File: src/rtl/serial_adder.sv
//------------------------------------------------------------------------------
// Module   : serial_adder
// Brief    : Bit-serial N-bit adder, LSB-first, start/busy/done handshake.
//            Optional subtract mode enabled by macro SERIAL_ADDER_SUB_EN.
// Revision : 1.0 - initial release
//------------------------------------------------------------------------------
`default_nettype none

module serial_adder #(
    parameter int N = 8
) (
    input  logic         clk,
    input  logic         rst,
    input  logic         start_i,
    input  logic [N-1:0] a_i,
    input  logic [N-1:0] b_i,
    input  logic         cin_i,
`ifdef SERIAL_ADDER_SUB_EN
    input  logic         sub_i,
`endif
    output logic [N-1:0] sum_o,
    output logic         cout_o,
    output logic         busy_o,
    output logic         done_o
);

    localparam int CNT_W = $clog2(N + 1);
    localparam logic [CNT_W-1:0] LAST_CNT = CNT_W'(N - 1);

    typedef enum logic [1:0] {
        IDLE  = 2'd0,
        SHIFT = 2'd1,
        DONE  = 2'd2
    } state_t;

    state_t           state_q;
    logic [N-1:0]     a_sr_q;
    logic [N-1:0]     b_sr_q;
    logic [N-1:0]     sum_q;
    logic             carry_q;
    logic             cout_q;
    logic             busy_q;
    logic             done_q;
    logic [CNT_W-1:0] cnt_q;

    logic             s_d;
    logic             carry_d;
    logic [N-1:0]     res_d;
    logic             w_accept;
    logic             w_sub_load;
    logic             w_sub_run;

`ifdef SERIAL_ADDER_SUB_EN
    logic sub_q;

    always_ff @(posedge clk or posedge rst) begin
        if (rst) begin
            sub_q <= 1'b0;
        end else if (w_accept) begin
            sub_q <= sub_i;
        end
    end

    assign w_sub_load = sub_i;
    assign w_sub_run  = sub_q;
`else
    assign w_sub_load = 1'b0;
    assign w_sub_run  = 1'b0;
`endif

    assign w_accept = start_i && (state_q != SHIFT);
    assign s_d      = a_sr_q[0] ^ b_sr_q[0] ^ carry_q;
    assign carry_d  = (a_sr_q[0] & b_sr_q[0]) | (a_sr_q[0] & carry_q) | (b_sr_q[0] & carry_q);

    // Partial result keeps only the N-1 bits already produced; the new bit enters at the MSB.
    generate
        if (N == 1) begin : g_res_single
            assign res_d = s_d;
        end else begin : g_res_multi
            logic [N-2:0] res_q;

            assign res_d = {s_d, res_q};

            always_ff @(posedge clk or posedge rst) begin
                if (rst) begin
                    res_q <= '0;
                end else if (state_q == SHIFT) begin
                    res_q <= res_d[N-1:1];
                end
            end
        end
    endgenerate

    always_ff @(posedge clk or posedge rst) begin
        if (rst) begin
            state_q <= IDLE;
            a_sr_q  <= '0;
            b_sr_q  <= '0;
            carry_q <= 1'b0;
            cnt_q   <= '0;
            sum_q   <= '0;
            cout_q  <= 1'b0;
            busy_q  <= 1'b0;
            done_q  <= 1'b0;
        end else begin
            case (state_q)
                IDLE, DONE: begin
                    done_q <= 1'b0;
                    if (w_accept) begin
                        // Subtract is a + ~b + ~cin; the final carry is inverted into a borrow.
                        a_sr_q  <= a_i;
                        b_sr_q  <= w_sub_load ? ~b_i : b_i;
                        carry_q <= cin_i ^ w_sub_load;
                        cnt_q   <= '0;
                        busy_q  <= 1'b1;
                        state_q <= SHIFT;
                    end else begin
                        state_q <= IDLE;
                    end
                end
                SHIFT: begin
                    a_sr_q  <= a_sr_q >> 1;
                    b_sr_q  <= b_sr_q >> 1;
                    carry_q <= carry_d;
                    cnt_q   <= cnt_q + CNT_W'(1);
                    if (cnt_q == LAST_CNT) begin
                        sum_q   <= res_d;
                        cout_q  <= carry_d ^ w_sub_run;
                        busy_q  <= 1'b0;
                        done_q  <= 1'b1;
                        state_q <= DONE;
                    end
                end
                default: begin
                    busy_q  <= 1'b0;
                    done_q  <= 1'b0;
                    state_q <= IDLE;
                end
            endcase
        end
    end

    assign sum_o  = sum_q;
    assign cout_o = cout_q;
    assign busy_o = busy_q;
    assign done_o = done_q;

endmodule

`default_nettype wire

File: config.mk
export PLATFORM = sky130hd
export DESIGN_NAME = serial_adder
export DESIGN_NICKNAME = d
export VERILOG_FILES = /design/src/rtl/serial_adder.sv
export SDC_FILE = /design/constraint.sdc
export NUM_CORES = 1
export LEC_CHECK = 0
export BUFFER_PORTS_ARGS = -buffer_cell sky130_fd_sc_hd__buf_4
export CELL_PAD_IN_SITES_DETAIL_PLACEMENT = 2
export CELL_PAD_IN_SITES_GLOBAL_PLACEMENT = 2
export CORE_MARGIN = 1.5
export CORE_UTILIZATION = 35
export CTS_CLUSTER_SIZE = 40
export DETAILED_ROUTE_END_ITERATION = 10
export PLACE_DENSITY = 0.8
export SLEW_MARGIN = 20
export SYNTH_ARGS = -nofsm -noshare
export SYNTH_HDL_FRONTEND = slang
export SYNTH_SLANG_ARGS = --single-unit
File: constraint.sdc
create_clock -name clk -period 2.08 [get_ports clk]
set_input_delay 0.104 -clock clk [delete_from_list [all_inputs] [get_ports clk]]
set_output_delay 0.104 -clock clk [all_outputs]
set_load 0.01 [all_outputs]
==> results of run 1 <==
kinds of logic (layout without fill, tap and decap cells):
family	after synthesis	count (layout)	share of synthesized area, %
flip-flops	40	40	58.2
AND/OR/NAND/NOR	62	62	16.7
AO/OA/AOI/OAI	23	23	9.89
multiplexers	11	11	9.02
buffers and inverters	12	44	4.29
adder cells (fa/ha/maj)	2	2	1.89
cell usage in the layout (no fill, tap or decap):
cell           Yosys  routed
a22o_1             4       4
a22oi_1           15      15
and2_4             1       1
and2b_1            1       1
and3b_1            1       1
buf_4              0      34
clkbuf_1           1       2
clkbuf_8           0       6
dfrtp_1           40      40
dlygate4sd3_1      0       1
fa_1               1       1
ha_1               1       1
inv_1              1       1
mux2_4             9       9
mux2i_1            2       2
nand2_1           37      37
nand2b_1           1       1
nand3_1           16      16
nand4_1            1       1
nor2_1             1       1
nor2b_1            1       1
nor2b_4            1       1
o21a_1             1       1
o21ai_0            2       2
o21ai_1            1       1
or2b_1             1       1
sequential cells by signal, indices dropped and copies added (netlist names):
signal             flops
a_sr_q                 8
b_sr_q                 8
busy_o                 1
carry_q                1
cnt_q                  4
cout_o                 1
g_res_multi.res_q      7
state_q                2
sum_o                  8
where the power goes:
group | internal, W | leakage, nW | total, W | switching, W
Sequential | 0.00112 | 0.505 | 0.00136 | 0.000240
Clock | 0.000271 | 0.0455 | 0.000530 | 0.000259
Combinational | 0.000588 | 0.508 | 0.00123 | 0.000638
path summary, 6_finish.rpt:
| path | end | slack (ns) | cells past startpoint |
|---|---|---|---|
| worst min register to register | cnt_q[3] | 0.49 | 1 |
| min in group asynchronous | g_res_multi.res_q[1] | 0.50 | 4 |
| worst max register to register | sum_o[3] | 0.54 | 4 |
| worst min-delay path | b_sr_q[6] | 0.03 | 3 |
| max in group asynchronous | g_res_multi.res_q[0] | 1.22 | 4 |
| worst max-delay path | sum_o[3] | 0.54 | 4 |
critical path, stage by stage (launching register included):
cell and delay [ns]:
dfrtp_1 0.40, ha_1 0.19, and3b_1 0.22, and2_4 0.28, mux2_4 0.32
final cells by class:
cell class                      count  area, um^2  area share [%]
Sequential cell                    40        1000            47.9
Multi-Input combinational cell     98         646            30.9
Timing Repair Buffer               35         265            12.7
Clock buffer                        8        90.1            4.31
Tap cell                           67        83.8            4.01
Inverter                            1        3.75           0.180
layer usage:
layer  GRT usage, %  vias to the layer above  wire length (um)
met5              0                        -                 0
met4           5.03                        0                45
met3           4.83                        4               214
met2           30.9                       36              2190
met1           20.7                      628              1750
li1               -                      577                 -
stage by stage:
stage                     utilization (%)  hold WS (ns)
final                                44.2        0.0316
after global routing                 44.2        0.0332
after detailed placement             42.1         0.279
after floorplan                         -         0.232
after CTS                            44.2        0.0187
after global placement               42.1         0.259
==> impl_metrics.toml, run 1 <==
[logic_synthesis]
syn_nets = 172
synthFlopType = "dfrtp_1"
synthTopCellsByCount = "40 x dfrtp_1, 37 x nand2_1, 16 x nand3_1"
ys_seq_area_share_pct = 58.2
ys_types = 26
yosysMostFrequentCell = "dfrtp_1"
synth_top_area_share_pct = 58.2
yosysTopAreaCell = "dfrtp_1"
synth_edf_count = 0
synth_async_sr_flop_share_pct = 100
synth.avg_cell_area_um2 = 11.5
netlist_top_cells_area = "dfrtp_1 58%, nand2_1 8.1%, mux2_4 7.9%"
netlist_area_um2 = 1720
ys_ff_latch = 40
netlist_instances = 150
synth_warnings = 0

[sta]
drv_slew = 0
worst_pin_slew_ns = 0.690
fin_crit_ns = 1.54
finalClockSkew_ns = 0.00207
layout_setup_ws_ns = 0.540
hold_viol_final = 0
slew_headroom_pct = 54.0
fmax_mhz = 649
setup_viol = 0
fin_crit_sh_pct = 74.0
setup_tns_ns = 0
rsz0062_at_grt = "no"

[clock_tree]
clkSinkCount = 40
cts_setup_buffers = 0
postCtsHoldBufs = 1
cts_buffers = 5
clock-root-buffer = "clkbuf_8"
cts_tree = "built"
clkTransAtPathRegs_ns = 0.07
cts_resized = 0
cts-htree-levels = 2
clk_latency_ns = 0.29
clockBufferDepth = 2

[floorplanning]
die-width_um = 73.1
core_um2 = 4720
row_count = 25
io_pins = 31
die_y_um = 73.1
start_util_pct = 36.4
die-area_um2 = 5350

[detailed_routing]
finalWirelength_mm = 4.21
post_drt_wl_per_cell_um = 16.9
drc = 0
drt_iter0_markers = 59
avgViaCountPerCell = 5.00
ant_nets = 0
num_vias = 1245
drt_first_pass_iters = 4

[layout]
layout-drive-gt1-share_pct = 28.0
nets = 203
antennaDiodeCount = 0
fin_cells = 249
fillers = 492
syn2layout_area_growth_pct = 21.5
fin_area_um2 = 2090

[power_and_ir_drop]
vdd_ir_drop_max_mv = 0.409
power.total_w = 0.00312
powerDensity_nw_per_um2 = 1490
leakage_nw = 1.06

[grt]
gr-total-overflow = 0
grt_start_max_net_pins = 41
grt_antenna_before_repair = 0
grt_pass1_wl_mm = 6.92
grt_usage_pct = 17.5
grt_pass1_vias = 1377

[place]
hpwl_mm = 2.96
post-place-ws_ns = 0.519
portBuffers = 30
gp_congestion = 0.719
dp.cells = 240
placed_cell_area_um2 = 1990

[worst_hold_path]
hp-start = "b_i[6]"
hold_path.class = "input pin to flip-flop"

[critical_path]
worst-setup-path-type = "flip-flop to flip-flop"
crit_path_start = "cnt_q[0]"
cp.required_ns = 2.26
crit_arrival_ns = 1.72
critPathCaptureType = "flip-flop"
reg2reg_from = "cnt_q[0]"
crit_fanout = 10
crit_path_start_kind = "flip-flop"

[status]
outcome = "finished clean"

[run]
maxCapViolCount = 0
No activity file was read; power rests on OpenSTA's default activity.
==> inputs of run 2 (changes only) <==
--- a/config.mk
+++ b/config.mk
@@ -5,14 +5,15 @@
 export SDC_FILE = /design/constraint.sdc
 export NUM_CORES = 1
 export LEC_CHECK = 0
+export ABC_AREA = 1
 export BUFFER_PORTS_ARGS = -buffer_cell sky130_fd_sc_hd__buf_4
 export CELL_PAD_IN_SITES_DETAIL_PLACEMENT = 2
 export CELL_PAD_IN_SITES_GLOBAL_PLACEMENT = 2
 export CORE_MARGIN = 1.5
-export CORE_UTILIZATION = 35
+export CORE_UTILIZATION = 30
 export CTS_CLUSTER_SIZE = 40
 export DETAILED_ROUTE_END_ITERATION = 10
-export PLACE_DENSITY = 0.8
+export PLACE_DENSITY = 0.77
 export SLEW_MARGIN = 20
 export SYNTH_ARGS = -nofsm -noshare
 export SYNTH_HDL_FRONTEND = slang
==> constraint.sdc (replaced) <==
create_clock -name clk -period 1.2 [get_ports clk]
set_input_delay 0.06 -clock clk [delete_from_list [all_inputs] [get_ports clk]]
set_output_delay 0.06 -clock clk [all_outputs]
set_load 0.01 [all_outputs]
==> run 2 against run 1 <==
Against the previous run: largest cell class unchanged; total power rose by 96%; clock skew rose by 0.0083 ns; non-clock buffer count increased by 26; the run now ends with negative setup slack left; utilization is 0.59 points higher; combinational power is 130% higher.
==> impl_metrics.toml, run 2 <==
[status]
outcome = "finished with violations"
violations = "negative setup slack"

[logic_synthesis]
ys_seq_area_share_pct = 57.7
synth_edf_count = 0
yosysMostFrequentCell = "nand2_1"
synth_async_sr_flop_share_pct = 100
netlist_top_cells_area = "dfrtp_1 58%, nand2_1 18%, nand3_1 5.2%"
ys_ff_latch = 40
synth.avg_cell_area_um2 = 9.08
synthFlopType = "dfrtp_1"
ys_types = 17
synth_warnings = 0
netlist_instances = 191
yosysTopAreaCell = "dfrtp_1"
synthTopCellsByCount = "84 x nand2_1, 40 x dfrtp_1, 18 x nand3_1"
syn_nets = 213
netlist_area_um2 = 1730
synth_top_area_share_pct = 57.7

[layout]
layout-drive-gt1-share_pct = 33.2
seqCellArea_um2 = 1000
layout_commonest_cell = "nand2_1"
fillers = 610
nets = 274
fin_area_um2 = 2480
mostFrequentLayoutCells = "73 x nand2_1, 40 x dfrtp_1, 38 x buf_4"
antennaDiodeCount = 0
multi_input_area_um2 = 704
syn2layout_area_growth_pct = 43.2
final_util_pct = 44.8

[grt]
grt_antenna_before_repair = 0
grt_pass1_wl_mm = 7.66
grt_usage_pct = 15.9
gr-total-overflow = 0
grt_pass1_vias = 1647
grt_start_max_net_pins = 41

[power_and_ir_drop]
leakage_nw = 1.25
vdd_ir_drop_max_mv = 0.848
powerDensity_nw_per_um2 = 2460

[worst_hold_path]
hold_path.class = "input pin to flip-flop"
hp-start = "a_i[0]"

[critical_path]
critPathCaptureType = "flip-flop"
crit_buf_inv = 1
crit_path_start = "carry_q"
cp.required_ns = 1.41
max_stage_delay_ns = 0.56
crit_path_start_kind = "flip-flop"
worst-setup-path-type = "flip-flop to flip-flop"
cp_slowest_cell = "fa_1"
crit_chain = "fa_1 > inv_2 > o21ai_2"
reg2reg_from = "carry_q"
crit_fanout = 2
critical-path-top-delay-family = "adder cells"
crit_arrival_ns = 1.43

[sta]
hold_viol_final = 0
fin_crit_sh_pct = 102
layout_setup_ws_ns = -0.0188
rsz0062_at_grt = "yes"
fmax_mhz = 821
finalClockSkew_ns = 0.0104
drv_slew = 0
worst_pin_slew_ns = 0.288
fin_crit_ns = 1.22
setup_viol = 1
slew_headroom_pct = 80.8

[clock_tree]
cts-htree-levels = 2
clockBufferDepth = 2
cts_buffers = 5
clkSinkCount = 40
clk_latency_ns = 0.30
clock-root-buffer = "clkbuf_8"
cts_tree = "built"
clkTransAtPathRegs_ns = 0.08

[detailed_routing]
drc = 0
drt_first_pass_iters = 4
num_vias = 1469
drt_iter0_markers = 71
finalWirelength_mm = 4.36
post_drt_wl_per_cell_um = 13.4
ant_nets = 0
avgViaCountPerCell = 4.52

[place]
hpwl_mm = 3.00
post-place-ws_ns = -0.0564
gp_congestion = 0.701
portBuffers = 30
placed_cell_area_um2 = 2120

[floorplanning]
row_count = 27
die-area_um2 = 6250
core_um2 = 5540
start_util_pct = 31.3
die-width_um = 79.0
io_pins = 31
die_y_um = 79.0

[run]
maxCapViolCount = 0
## run 2: cell count changes after synthesis, moves of 8 or more
| cell | change |
|---|---|
| mux2_4 | -9 |
| a22oi_1 | -15 |
| o21ai_2 | +8 |
| inv_1 | +11 |
| nand2_1 | +47 |
## run 2: cell families (layout without fill, tap and decap cells)
logic type | after synthesis | in the layout | synth area share [%]
AOI/OAI and AO/OA | 16 | 16 | 6.35
adders and majority gates | 2 | 2 | 1.88
buffers and inverters | 21 | 83 | 6.49
DFF | 40 | 40 | 57.7
and+or+nand+nor | 112 | 112 | 27.6
## run 2: path summary, 6_finish.rpt
path	endpoint	slack, ns	depth (start not counted)
max	g_res_multi.res_q[6]	-0.02	3
min	a_sr_q[0]	0.006	3
max reg2reg	g_res_multi.res_q[6]	-0.02	3
min reg2reg	b_sr_q[7]	0.48	2
max in group asynchronous	a_sr_q[2]	0.60	4
min in group asynchronous	sum_o[6]	0.38	4
## run 2: cell type report
| cell class | instances | share of cell area (%) |
|---|---|---|
| clock buffer | 7 | 3.07 |
| tap | 72 | 3.63 |
| inverter | 14 | 2.12 |
| multi-input combinational | 130 | 28.4 |
| timing repair buffer | 61 | 22.2 |
| clock inverter | 1 | 0.353 |
| sequential | 40 | 40.3 |
## run 2: stage by stage
| stage | TNS, ns | hold WS, ns | instances | power, W |
|---|---|---|---|---|
| finish | -0.0188 | 0.00575 | 325 | 0.00611 |
| global route | -0.426 | 0.00977 | 325 | 0.00667 |
| CTS | -0.132 | 0.00216 | 324 | 0.00596 |
| detailed placement | -0.130 | 0.159 | 298 | 0.00484 |
| global placement | 0 | 0.149 | 298 | 0.00467 |
| floorplan | 0 | 0.177 | 191 | 0.00389 |
## run 2: timing repair
action                                 4_1_cts  5_1_grt
hold buffers                                16        0
pin swaps                                    4        2
setup endpoints to repair                   15       32
endpoints found under the hold margin       55        0
setup buffers                                2        1
cloned                                       0        0
resized for setup                           11       19
## run 2: worst register-to-register path: cells and delay by family (launching register included)
kind,cells,cell delay (ns)
flip-flops,1,0.40
buffers and inverters,1,0.05
adder cells (fa/ha/maj),1,0.56
AO/OA/AOI/OAI,1,0.12
## run 2: power by group
part	internal (W)	switching, W
Clock	0.000415	0.000467
Sequential	0.00196	0.000444
Combinational	0.00130	0.00152
## run 2: metal layers
metal,wire [um],up-vias,GRT usage [%]
met5,0,-,0
met4,49,0,4.74
met3,117,5,3.79
met2,2300,25,28.5
met1,1890,723,18.9
li1,-,716,-
